===== src/rtl/dma_xfer_engine_pkg.sv =====
// dma_xfer_engine_pkg
// Purpose: shared state encoding and default widths for the DMA transfer engine.
// Contents: state_t (IDLE/READ/WRITE/DONE), DEF_ADDR_W, DEF_DATA_W, DEF_LEN_W.
package dma_xfer_engine_pkg;

   localparam int unsigned DEF_ADDR_W = 8;
   localparam int unsigned DEF_DATA_W = 8;
   localparam int unsigned DEF_LEN_W  = 8;

   typedef enum logic [1:0] {
      ST_IDLE  = 2'd0,
      ST_READ  = 2'd1,
      ST_WRITE = 2'd2,
      ST_DONE  = 2'd3
   } state_t;

endpackage : dma_xfer_engine_pkg


===== src/rtl/dma_xfer_engine_if.sv =====
// dma_xfer_engine_if
// Purpose: groups the start-register side and the memory side of the DMA engine.
// Signals:
//   start, src_addr, dst_addr, len   launch request from the start-register stage
//   rd_en, rd_addr, rd_data          memory read port (data one cycle after rd_en)
//   wr_en, wr_addr, wr_data          memory write port
//   busy, done, err                  engine status
// Modports: master = the engine, slave = start register + memory environment.
interface dma_xfer_engine_if
   import dma_xfer_engine_pkg::*;
#(
   parameter int unsigned ADDR_W = DEF_ADDR_W,
   parameter int unsigned DATA_W = DEF_DATA_W,
   parameter int unsigned LEN_W  = DEF_LEN_W
);

   logic              start;
   logic [ADDR_W-1:0] src_addr;
   logic [ADDR_W-1:0] dst_addr;
   logic [LEN_W-1:0]  len;

   logic              rd_en;
   logic [ADDR_W-1:0] rd_addr;
   logic [DATA_W-1:0] rd_data;

   logic              wr_en;
   logic [ADDR_W-1:0] wr_addr;
   logic [DATA_W-1:0] wr_data;

   logic              busy;
   logic              done;
   logic              err;

   modport master (
      input  start, src_addr, dst_addr, len, rd_data,
      output rd_en, rd_addr, wr_en, wr_addr, wr_data, busy, done, err
   );

   modport slave (
      output start, src_addr, dst_addr, len, rd_data,
      input  rd_en, rd_addr, wr_en, wr_addr, wr_data, busy, done, err
   );

endinterface : dma_xfer_engine_if


===== src/rtl/dma_xfer_engine_start_edge_det.sv =====
// dma_xfer_engine_start_edge_det
// Purpose: registers the start level and flags its 0->1 transition.
// Ports:
//   i_clk       system clock
//   i_rst       asynchronous active-high reset
//   i_start     registered start level
//   o_launch_c  combinational launch pulse (start & ~start_q)
module dma_xfer_engine_start_edge_det (
   input  logic i_clk,
   input  logic i_rst,
   input  logic i_start,
   output logic o_launch_c
);

   logic r_start_q;

   // Tracks start every cycle, busy or not, so a held level never relaunches.
   always_ff @(posedge i_clk or posedge i_rst) begin
      if (i_rst) begin
         r_start_q <= 1'b0;
      end else begin
         r_start_q <= i_start;
      end
   end

   assign o_launch_c = i_start & ~r_start_q;

endmodule : dma_xfer_engine_start_edge_det


===== src/rtl/dma_xfer_engine.sv =====
// dma_xfer_engine
// Purpose: on a rising start edge, copies len words from src_addr to dst_addr,
//          one read cycle plus one write cycle per word, then pulses done.
// Ports:
//   i_clk  system clock
//   i_rst  asynchronous active-high reset
//   bus    dma_xfer_engine_if.master (start/addresses/len in, memory ports out,
//          busy/done/err status out)
// Build option: DMA_BOUND_CHECK_EN enables the launch-time address bound check
//          (violation -> straight to DONE with err set); otherwise err is 0.
module dma_xfer_engine
   import dma_xfer_engine_pkg::*;
#(
   parameter int unsigned ADDR_W = DEF_ADDR_W,
   parameter int unsigned DATA_W = DEF_DATA_W,
   parameter int unsigned LEN_W  = DEF_LEN_W
)(
   input  logic                i_clk,
   input  logic                i_rst,
   dma_xfer_engine_if.master   bus
);

   state_t            r_state;
   state_t            w_state_nxt;
   logic [ADDR_W-1:0] r_cur_src;
   logic [ADDR_W-1:0] r_cur_dst;
   logic [LEN_W-1:0]  r_count;
   logic              w_launch;
   logic              w_bound_err;
   logic              w_rd_en;
   logic              w_wr_en;

   dma_xfer_engine_start_edge_det u_start_edge_det (
      .i_clk      (i_clk),
      .i_rst      (i_rst),
      .i_start    (bus.start),
      .o_launch_c (w_launch)
   );

`ifdef DMA_BOUND_CHECK_EN
   localparam int unsigned       AW1      = ADDR_W + 1;
   localparam logic [ADDR_W:0]   LP_SPACE = {1'b1, {ADDR_W{1'b0}}};

   logic [ADDR_W:0] w_src_end;
   logic [ADDR_W:0] w_dst_end;
   logic            r_err;

   // One extra bit so an end address of exactly 2^ADDR_W is still legal.
   assign w_src_end   = {1'b0, bus.src_addr} + AW1'(bus.len);
   assign w_dst_end   = {1'b0, bus.dst_addr} + AW1'(bus.len);
   assign w_bound_err = (w_src_end > LP_SPACE) || (w_dst_end > LP_SPACE);

   // Error flag holds until the next accepted launch.
   always_ff @(posedge i_clk or posedge i_rst) begin
      if (i_rst) begin
         r_err <= 1'b0;
      end else if ((r_state == ST_IDLE) && w_launch) begin
         r_err <= w_bound_err;
      end
   end

   assign bus.err = r_err;
`else
   assign w_bound_err = 1'b0;
   assign bus.err     = 1'b0;
`endif

   // State register.
   always_ff @(posedge i_clk or posedge i_rst) begin
      if (i_rst) begin
         r_state <= ST_IDLE;
      end else begin
         r_state <= w_state_nxt;
      end
   end

   // Next-state decode; launches outside IDLE are dropped.
   always_comb begin
      w_state_nxt = r_state;
      case (r_state)
         ST_IDLE: begin
            if (w_launch) begin
               if ((bus.len == '0) || w_bound_err) begin
                  w_state_nxt = ST_DONE;
               end else begin
                  w_state_nxt = ST_READ;
               end
            end
         end
         ST_READ:  w_state_nxt = ST_WRITE;
         ST_WRITE: w_state_nxt = (r_count == LEN_W'(1)) ? ST_DONE : ST_READ;
         ST_DONE:  w_state_nxt = ST_IDLE;
         default:  w_state_nxt = ST_IDLE;
      endcase
   end

   // Address/count datapath: latched on launch, stepped once per written word.
   always_ff @(posedge i_clk or posedge i_rst) begin
      if (i_rst) begin
         r_cur_src <= '0;
         r_cur_dst <= '0;
         r_count   <= '0;
      end else begin
         case (r_state)
            ST_IDLE: begin
               if (w_launch) begin
                  r_cur_src <= bus.src_addr;
                  r_cur_dst <= bus.dst_addr;
                  r_count   <= bus.len;
               end
            end
            ST_WRITE: begin
               r_cur_src <= r_cur_src + ADDR_W'(1);
               r_cur_dst <= r_cur_dst + ADDR_W'(1);
               r_count   <= r_count - LEN_W'(1);
            end
            default: ;
         endcase
      end
   end

   // Strobes and status come from the state register alone.
   assign w_rd_en = (r_state == ST_READ);
   assign w_wr_en = (r_state == ST_WRITE);

   assign bus.rd_en   = w_rd_en;
   assign bus.wr_en   = w_wr_en;
   assign bus.busy    = (r_state != ST_IDLE);
   assign bus.done    = (r_state == ST_DONE);

   // Address/data forced to zero while their strobe is low so reset leaves all outputs at 0.
   assign bus.rd_addr = w_rd_en ? r_cur_src   : ADDR_W'(0);
   assign bus.wr_addr = w_wr_en ? r_cur_dst   : ADDR_W'(0);
   assign bus.wr_data = w_wr_en ? bus.rd_data : DATA_W'(0);

endmodule : dma_xfer_engine


===== src/flat_wrapper.sv =====
// flat-port wrapper written by rule: the top's interface ports become plain ports
module dma_xfer_engine_flat import dma_xfer_engine_pkg::*;
#(
   parameter int unsigned ADDR_W = DEF_ADDR_W,
   parameter int unsigned DATA_W = DEF_DATA_W,
   parameter int unsigned LEN_W  = DEF_LEN_W
)
  (i_clk, i_rst, bus_start, bus_src_addr, bus_dst_addr, bus_len, bus_rd_data, bus_rd_en, bus_rd_addr, bus_wr_en, bus_wr_addr, bus_wr_data, bus_busy, bus_done, bus_err);
  dma_xfer_engine_if #(.ADDR_W(ADDR_W), .DATA_W(DATA_W), .LEN_W(LEN_W)) bus_i ();
  input  logic i_clk;
  input  logic i_rst;
  input wire logic [$bits(bus_i.start)-1:0] bus_start;
  input wire logic [$bits(bus_i.src_addr)-1:0] bus_src_addr;
  input wire logic [$bits(bus_i.dst_addr)-1:0] bus_dst_addr;
  input wire logic [$bits(bus_i.len)-1:0] bus_len;
  input wire logic [$bits(bus_i.rd_data)-1:0] bus_rd_data;
  output wire logic [$bits(bus_i.rd_en)-1:0] bus_rd_en;
  output wire logic [$bits(bus_i.rd_addr)-1:0] bus_rd_addr;
  output wire logic [$bits(bus_i.wr_en)-1:0] bus_wr_en;
  output wire logic [$bits(bus_i.wr_addr)-1:0] bus_wr_addr;
  output wire logic [$bits(bus_i.wr_data)-1:0] bus_wr_data;
  output wire logic [$bits(bus_i.busy)-1:0] bus_busy;
  output wire logic [$bits(bus_i.done)-1:0] bus_done;
  output wire logic [$bits(bus_i.err)-1:0] bus_err;
  assign bus_i.start = bus_start;
  assign bus_i.src_addr = bus_src_addr;
  assign bus_i.dst_addr = bus_dst_addr;
  assign bus_i.len = bus_len;
  assign bus_i.rd_data = bus_rd_data;
  assign bus_rd_en = bus_i.rd_en;
  assign bus_rd_addr = bus_i.rd_addr;
  assign bus_wr_en = bus_i.wr_en;
  assign bus_wr_addr = bus_i.wr_addr;
  assign bus_wr_data = bus_i.wr_data;
  assign bus_busy = bus_i.busy;
  assign bus_done = bus_i.done;
  assign bus_err = bus_i.err;
  dma_xfer_engine #(.ADDR_W(ADDR_W), .DATA_W(DATA_W), .LEN_W(LEN_W)) u_core (.i_clk(i_clk), .i_rst(i_rst), .bus(bus_i));
endmodule

===== config.mk =====
export PLATFORM = sky130hd
export DESIGN_NAME = dma_xfer_engine_flat
export DESIGN_NICKNAME = d
export VERILOG_FILES = /design/src/rtl/dma_xfer_engine_pkg.sv /design/src/rtl/dma_xfer_engine_if.sv /design/src/rtl/dma_xfer_engine_start_edge_det.sv /design/src/rtl/dma_xfer_engine.sv /design/src/flat_wrapper.sv
export SDC_FILE = /design/constraint.sdc
export NUM_CORES = 1
export LEC_CHECK = 0
export ABC_AREA = 1
export BUFFER_PORTS_ARGS = -buffer_cell sky130_fd_sc_hd__buf_4
export CORE_ASPECT_RATIO = 0.7
export CORE_UTILIZATION = 40
export CTS_CLUSTER_DIAMETER = 200
export DETAILED_ROUTE_END_ITERATION = 10
export MAX_ROUTING_LAYER = met4
export PLACE_DENSITY = 0.66
export SYNTH_ARGS = -nofsm -noshare
export SYNTH_HDL_FRONTEND = slang
export SYNTH_HIERARCHICAL = 1
export SYNTH_SLANG_ARGS = --single-unit

===== constraint.sdc =====
create_clock -name i_clk -period 2.1 [get_ports i_clk]
set_clock_uncertainty 0.2 [all_clocks]
set_input_delay 0.21 -clock i_clk [delete_from_list [all_inputs] [get_ports i_clk]]
set_output_delay 0.21 -clock i_clk [all_outputs]
set_load 0.02 [all_outputs]

==> summary.txt, run 1 <==
status -> finished, violations left
violated checks -> DRC
hold endpoint -> u_core/r_count[1]$_DFFE_PP0P_
Worst EP required -> 1.69 ns
Area contributors post-synth -> dfrtp_1 (35%), nand2_1 (14%), nor2_1 (12%), inv_1 (9.0%), nand3_1 (6.5%)
largest net degree at the start of global routing -> 27
Syn Nets -> 342
Max clock buf depth -> 2
total grt overflow -> 0
syn avg cell area -> 6.33 sq um
Placed Cells -> 415
reg2reg setup slack -> 0.36 ns
All-Layer GR Usage -> 21.1%
total CTS buffers -> 3
Post-Place Worst Slack -> 0.248 ns
number of I/O port buffers -> 62
H-tree depth -> 1
vias per cell -> 4.75
r2r worst-path depth -> 6
antenna diode count -> 0
Detailed Route WL -> 4920 um
Critical Path Source Type -> register
CTS tree -> built
Fmax -> 500 MHz
die span in x -> 84.8 um
RSZ-0062 raised after global routing -> false
die area -> 5080 sq um
DP HPWL -> 3750 um
TritonRoute pass-1 iters -> 8
drt wl/cell -> 11.6 um
crit path time final -> 2.00 ns
share of post-route cells with drive strength above 1 -> 24.1%
Clk Latency, worst-skew pair -> 0.28 ns
final core occ -> 56.5%
Clock Sinks -> 27
CTS Root Cell -> clkbuf_8
flops & latches, synth -> 27
synth warn -> 6
DR top layer -> met4
initial antenna violation count -> 0
Yosys top cell by area -> dfrtp_1
crit path kind -> register to primary output
Int Power -> 1.34 mW
hold_sp -> bus_len[1]
nets -> 409
reg-to-reg startpoint -> u_core/u_start_edge_det/r_start_q$_DFF_PP0_
Setup TNS -> 0 ns
switch share -> 46.3%
Mapped Cells -> 303
hold path cells -> 3
CP endpoint kind -> primary output
vias in the first global route -> 1778
1st-iter DRT viols -> 70
first-pass GRT wire length -> 8210 um
Cell variety after synth -> 26
met3 wire length -> 297 um
Layout area overhead -> 31.7%
Psw -> 1.16 mW
Final Hold Viols -> 0
power density cells -> 990 nW/um^2
peak supply drop -> 0.500 mV
Tcrit/Tclk final -> 95.2%
Worst-path clk slew -> 0.10 ns
Die Y -> 60.0 um
drt drc -> 7
num ports -> 64
Max-Cap Viols -> 0
Hold Crit Class -> primary input to register
Leak -> 1.40 nW
Site Rows -> 20
post-route setup slack -> 0.100 ns
core footprint -> 4480 sq um
max-slew violation count -> 0
post-route ant nets -> 0
RR Endpoint -> u_core/r_cur_dst[3]$_DFFE_PP0P_
Seq/Total Area, Yosys -> 35.2%
count of final setup violators -> 0
non-filler instance count after layout -> 424
Crit path arrival time -> 1.59 ns
Clock Power Share -> 12.4%
via count -> 2016
crit-path max FO -> 18
top-area cell type share of the netlist area -> 35.2%
Initial Util -> 42.8%
sequential power share -> 37.7%
met2 routed WL -> 2160 um
Placer Congestion -> 0.814
Cell Area, Synth -> 1920 sq um
Comb pwr share -> 49.9%
WL met1 -> 2460 um
[worst max-delay path by stage]
stage | from | end | slack, ns | depth (start not counted)
2_1_floorplan | u_core/r_state[1]$_DFFE_PP0P_ | bus_rd_addr[0] | 0.36 | 4
3_3_place_gp | u_core/r_state[1]$_DFFE_PP0P_ | bus_wr_addr[3] | 0.31 | 5
3_5_place_dp | u_core/r_state[1]$_DFFE_PP0P_ | bus_wr_addr[2] | 0.25 | 5
4_1_cts | u_core/r_state[1]$_DFFE_PP0P_ | bus_wr_addr[2] | 0.06 | 5
5_1_grt | u_core/r_state[1]$_DFFE_PP0P_ | bus_wr_data[4] | 0.001 | 5
6_report | u_core/r_state[1]$_DFFE_PP0P_ | bus_wr_addr[2] | 0.10 | 5
[critical path: stages (launching register included)]
cell     delay, ns
dfrtp_2       0.49
nand2_2       0.18
buf_4         0.19
buf_4         0.22
nor2_1        0.07
buf_4         0.16
[synth_stat cells]
master / instances
o22ai_1: 3
o211ai_1: 2
a22oi_1: 1
nand2_2: 1
nand4_1: 4
a21oi_1: 8
xor2_1: 3
dfrtp_1: 27
buf_4: 4
inv_2: 5
o21ai_1: 4
nand3b_1: 1
or2_2: 1
clkbuf_1: 1
conb_1: 1
inv_1: 46
nor2_1: 59
nand3_1: 25
nor2_2: 4
o31ai_1: 3
buf_2: 6
nor2_4: 1
and2_1: 1
nand2_1: 72
ha_1: 4
o21ai_0: 16
[state kept, by name (all words and copies together), names as in the netlist]
register,cells
u_core/u_start_edge_det/r_start_q,1
u_core/r_state,2
u_core/r_cur_src,8
u_core/r_count,8
u_core/r_cur_dst,8
[cells in the final DEF, fill, tap and decap left out, types with 2 or more instances in the layout]
cell type,instances
nor2_1,59
a21oi_1,8
ha_1,4
o31ai_1,3
dfrtp_1,26
inv_1,46
xor2_1,3
nor2_2,4
nand2_1,72
nand4_1,4
dlygate4sd3_1,2
clkbuf_8,3
o211ai_1,2
o21ai_1,3
inv_2,5
o22ai_1,3
nand3_1,25
buf_4,71
o21ai_0,16
[repair_timing]
item,in CTS,in global routing
hold endpoints to repair,28,0
gates resized for setup,1,0
hold buffers,2,0
setup endpoints to repair,11,11
pin swaps,0,0
buffers inserted,0,3
[through the flow]
step,hold WS (ns),cell area (sq um),power (mW)
CTS,0.0167,2510,2.50
finish,0.0117,2530,2.50
detailed placement,-0.135,2440,2.18
global placement,-0.137,2440,2.16
floorplan,-0.261,1920,1.79
global route,0.0176,2530,2.74
[kinds of logic after synthesis]
logic type                 after synthesis  synth area share (%)
other                                    1                 0.195
adders and majority gates                4                  2.61
DFF                                     27                  35.2
and+or+nand+nor                        169                  36.7
buffers and inverters                   62                  13.3
xor gates and xnor gates                 3                  1.37
AOI/OAI and AO/OA                       37                  10.6
[per-layer routing]
layer	vias up	GRT usage [%]
met2	53	34.3
met3	2	4.70
met4	0	2.18
met1	891	28.4
met5	-	-
li1	1070	-
[power by group through the flow]
stage / clock network, mW / registers (mW) / logic, mW
6_report: 0.309 / 0.944 / 1.25
5_1_grt: 0.340 / 0.983 / 1.42
4_1_cts: 0.317 / 0.945 / 1.24
3_5_place_dp: 0 / 0.955 / 1.22
3_3_place_gp: 0 / 0.948 / 1.21
2_1_floorplan: 0 / 0.894 / 0.900
[layout make-up]
class,count,area [sq um]
sequential,27,677
timing repair buffer,73,553
fill,466,1950
multi-input combinational,214,992
clock inverter,1,5.00
clock buffer,3,41.3
tap,55,68.8
inverter,51,191
Note: power is estimated with default switching activity, not from simulation.
==> run 2: changes to the inputs <==
clock period = 2.3 ns   (was 2.1 ns; I/O delays follow)
==> run 2 against run 1 <==
The flow still finishes with violations (DRC). Utilization decreased by 0.73 points. Critical path type unchanged. Final area is 1.3% lower. First-iteration DRC count increased by 49%. Sequential power shrank 8.5%. Final cell count fell by 0.94%. Combinational power fell by 11%. Die area unchanged.
==> summary.txt, run 2 (same netlist as run 1, synthesis figures left out) <==
final hold slack -> 0.0269 ns
via count -> 2022
number of I/O port buffers -> 62
1st-iter DRT viols -> 104
Site Rows -> 20
Finished Cell Area -> 2500 sq um
first-pass GRT wire length -> 7960 um
Worst-path clk slew -> 0.09 ns
placed cell area -> 2430 sq um
total grt overflow -> 0
Post-Place Worst Slack -> 0.667 ns
crit path kind -> register to primary output
Final Hold Viols -> 0
Clk Latency, worst-skew pair -> 0.27 ns
power density cells -> 898 nW/um^2
Leak -> 1.38 nW
nets -> 405
commonest non-fill, non-tap cell in the layout -> nand2_1
CP endpoint kind -> primary output
initial antenna violation count -> 0
peak supply drop -> 0.450 mV
hold path cells -> 3
Post-CTS Setup Bufs -> 0
drt drc -> 7
Worst EP required -> 1.87 ns
post-route ant nets -> 0
die span in x -> 84.8 um
DP HPWL -> 3580 um
Placed Cells -> 414
most frequent cells in the layout -> nand2_1 (72), buf_4 (67), nor2_1 (59)
vias per cell -> 4.81
vias in the first global route -> 1724
Critical Path Source Type -> register
final core occ -> 55.7%
Psw -> 1.03 mW
Tcrit/Tclk final -> 83.7%
count of final setup violators -> 0
Max clock buf depth -> 2
RSZ-0062 raised after global routing -> false
status -> finished, violations left
crit path time final -> 1.93 ns
sequential power share -> 38.5%
switch share -> 45.8%
Max-Cap Viols -> 0
Detailed Route WL -> 4650 um
post-route setup slack -> 0.374 ns
share of post-route cells with drive strength above 1 -> 22.7%
violated checks -> DRC
Placer Congestion -> 0.803
total CTS buffers -> 3
H-tree depth -> 1
r2r worst-path depth -> 5
biggest regs -> u_core/r_count (8), u_core/r_cur_dst (8), u_core/r_cur_src (8)
antenna diode count -> 0
Hold Crit Class -> primary input to register
core footprint -> 4480 sq um
drt wl/cell -> 11.1 um
num ports -> 64
Die Y -> 60.0 um
total chip power -> 2.24 mW
non-filler instance count after layout -> 420
die area -> 5080 sq um
Crit path arrival time -> 1.50 ns
Comb pwr share -> 49.6%
TritonRoute pass-1 iters -> 10
Initial Util -> 42.8%
max-slew violation count -> 0
Clock Power Share -> 11.9%
All-Layer GR Usage -> 20.4%
Fmax -> 519 MHz
Int Power -> 1.22 mW
Clock Sinks -> 27
largest net degree at the start of global routing -> 27
crit-path max FO -> 24
CTS tree -> built
CTS Root Cell -> clkbuf_8
Setup TNS -> 0 ns
Layout area overhead -> 30.1%
## run 2: cell types whose count changed in the layout (fill, tap and decap cells not counted), sizes merged
cell and change:
clkinv -1, buf -4, clkbuf +1
## run 2: worst max-delay path, cell delays in order (launching register included)
cell	delay, ns
dfrtp_1	0.47
nand2_2	0.17
inv_2	0.36
buf_4	0.22
## run 2: final cells by class
type	count	area (sq um)
fillers	452	1980
flip-flops and latches	27	676
inverters	51	191
repair buffers	69	523
well taps	55	68.8
multi-input cells	214	992
clock buffers	4	45.0
## run 2: power by group through the flow
stage	logic, mW	clock network [mW]	registers, mW
floorplan	0.822	0	0.817
global placement	1.10	0	0.863
detailed placement	1.11	0	0.866
CTS	1.12	0.279	0.858
global route	1.28	0.299	0.899
finish	1.11	0.266	0.864
## run 2: path summary, 6_finish.rpt
kind / slack [ns] / startpoint / end
setup reg to reg: 0.68 / u_core/r_state[1]$_DFFE_PP0P_ / u_core/r_count[2]$_DFFE_PP0P_
setup / recovery: 0.37 / u_core/r_state[1]$_DFFE_PP0P_ / bus_wr_en
min in group asynchronous: 0.16 / i_rst / u_core/u_start_edge_det/r_start_q$_DFF_PP0_
max in group asynchronous: 1.26 / i_rst / u_core/r_cur_dst[5]$_DFFE_PP0P_
hold / removal: 0.03 / bus_len[1] / u_core/r_count[1]$_DFFE_PP0P_
hold reg to reg: 0.32 / u_core/r_count[7]$_DFFE_PP0P_ / u_core/r_count[7]$_DFFE_PP0P_
## run 2: what timing repair did
item	4_1_cts	5_1_grt
hold buffers	2	0
setup endpoints to repair	0	0
hold endpoints to repair	28	0
resized for setup	0	0
## run 2: layer usage
metal	global-route usage (%)	share of wire, %	vias up
met5	-	0	-
met4	2.18	0.28	0
met3	4.28	6.6	2
met2	31.5	42	61
met1	28.7	51	895
li1	-	-	1064
==> run 3: changes to the inputs <==
clock period = 1.8 ns   (was 2.3 ns; I/O delays follow)
==> run 3 against run 2 <==
The run still ends with DRC left. Global-route usage rose by 1.7 points. Combinational power rose by 34%. Non-clock buffer count rose by 5. Worst hold slack got worse by 0.016 ns. Via count rose by 1.1%. Count of clock-buffer cells in the layout did not move. Worst setup slack got worse by 0.29 ns. Critical path depth rose by 2. Power rose by 31%. Critical path type unchanged. Critical endpoint is now bus_wr_addr[6].
==> summary.txt, run 3 (same netlist as run 1, synthesis figures left out) <==
status -> finished, violations left
violated checks -> DRC
Setup TNS -> 0 ns
total grt overflow -> 0
final core occ -> 57.4%
CTS tree -> built
layout filler cell count -> 473
Final Hold Viols -> 0
post-route setup slack -> 0.0872 ns
antenna diode count -> 0
total CTS buffers -> 3
DP HPWL -> 3780 um
placed cell area -> 2450 sq um
via count -> 2044
core footprint -> 4480 sq um
count of final setup violators -> 0
die span in x -> 84.8 um
RSZ-0062 raised after global routing -> true
CP endpoint kind -> primary output
All-Layer GR Usage -> 22.1%
Hold Crit Class -> primary input to register
most frequent cells in the layout -> nand2_1 (72), buf_4 (67), nor2_1 (56)
Critical Path Source Type -> register
Site Rows -> 20
commonest non-fill, non-tap cell in the layout -> nand2_1
crit-path max FO -> 15
die area -> 5080 sq um
crit path kind -> register to primary output
kind of cell adding the most delay to the critical path -> buffers and inverters
post-route ant nets -> 0
Clk Latency, worst-skew pair -> 0.27 ns
drt wl/cell -> 11.7 um
biggest regs -> u_core/r_count (8), u_core/r_cur_dst (8), u_core/r_cur_src (8)
Crit path arrival time -> 1.33 ns
Clock Sinks -> 27
nets -> 410
H-tree depth -> 1
first-pass GRT wire length -> 8560 um
Leak -> 1.41 nW
max-slew violation count -> 0
Max-Cap Viols -> 0
Detailed Route WL -> 4990 um
number of I/O port buffers -> 62
Worst-path clk slew -> 0.09 ns
Finished Cell Area -> 2570 sq um
Max clock buf depth -> 2
Worst EP required -> 1.42 ns
1st-iter DRT viols -> 87
CP bufs+invs -> 3
power density cells -> 1150 nW/um^2
Layout area overhead -> 33.9%
CTS Root Cell -> clkbuf_8
total chip power -> 2.95 mW
crit-path max cell delay -> 0.39 ns
vias per cell -> 4.81
TritonRoute pass-1 iters -> 11
vias in the first global route -> 1888
Initial Util -> 42.8%
Tcrit/Tclk final -> 95.2%
critical path, cell by cell -> inv_2 -> nand2_2 -> buf_6 -> nor2_2 -> buf_4
Placer Congestion -> 0.796
CP max stage cell -> dfrtp_1
crit path time final -> 1.71 ns
peak supply drop -> 0.586 mV
Post-Place Worst Slack -> 0.234 ns
num ports -> 64
largest net degree at the start of global routing -> 27
Die Y -> 60.0 um
drt drc -> 7
Fmax -> 584 MHz
share of post-route cells with drive strength above 1 -> 24.1%
initial antenna violation count -> 0
run 3: final timing paths:
path / from / endpoint / slack [ns] / depth (start not counted)
max in group asynchronous: i_rst / u_core/r_cur_dst[5]$_DFFE_PP0P_ / 0.81 / 4
max reg2reg: u_core/r_state[1]$_DFFE_PP0P_ / u_core/r_count[3]$_DFFE_PP0P_ / 0.21 / 6
min in group asynchronous: i_rst / u_core/u_start_edge_det/r_start_q$_DFF_PP0_ / 0.10 / 3
min: bus_dst_addr[2] / u_core/r_cur_dst[2]$_DFFE_PP0P_ / 0.01 / 3
max: u_core/r_state[0]$_DFFE_PP0P_ / bus_wr_addr[6] / 0.09 / 5
min reg2reg: u_core/r_cur_src[7]$_DFFE_PP0P_ / u_core/r_cur_src[7]$_DFFE_PP0P_ / 0.32 / 2
run 3: layout make-up:
type	instances	area [sq um]	area share, %
multi-input cells	214	1000	39.1
flip-flops and latches	27	676	26.3
repair buffers	74	577	22.4
inverters	51	199	7.74
well taps	55	68.8	2.68
clock buffers	4	45.0	1.75
run 3: layer usage:
metal  wire length [um]  up-vias  track usage [%]
met5                  0        -                -
met3                290        2             4.42
met1               2520      921             29.6
met2               2160       48             36.6
li1                   -     1073                -
met4                 13        0             1.45
run 3: worst reg2reg max path, delay by kind of cell, from the launching register on:
family                 cells  cell delay [ns]
and+or+nand+nor            1             0.07
DFF                        1             0.43
AOI/OAI and AO/OA          3             0.38
buffers and inverters      2             0.40
run 3: repair_timing:
| item | CTS | global route |
|---|---|---|
| gates resized for setup | 1 | 11 |
| hold buffers | 4 | 0 |
| hold endpoints to repair | 30 | 0 |
| setup endpoints to repair | 8 | 16 |
| cloned | 0 | 0 |
| buffers inserted | 0 | 1 |
run 3: power breakdown:
part / internal, mW / leakage, nW / switching (mW) / total [mW]
Combinational: 0.569 / 1.06 / 0.920 / 1.49
Clock: 0.159 / 0.0228 / 0.192 / 0.351
Sequential: 0.855 / 0.326 / 0.251 / 1.11
Total: 1.58 / 1.41 / 1.36 / 2.95
run 3: per-stage QoR:
step | instances | hold slack, ns
after floorplan | 303 | -0.291
after CTS | 424 | 0.0116
after global routing | 425 | 0.0192
after global placement | 416 | -0.167
final | 425 | 0.0105
after detailed placement | 416 | -0.166
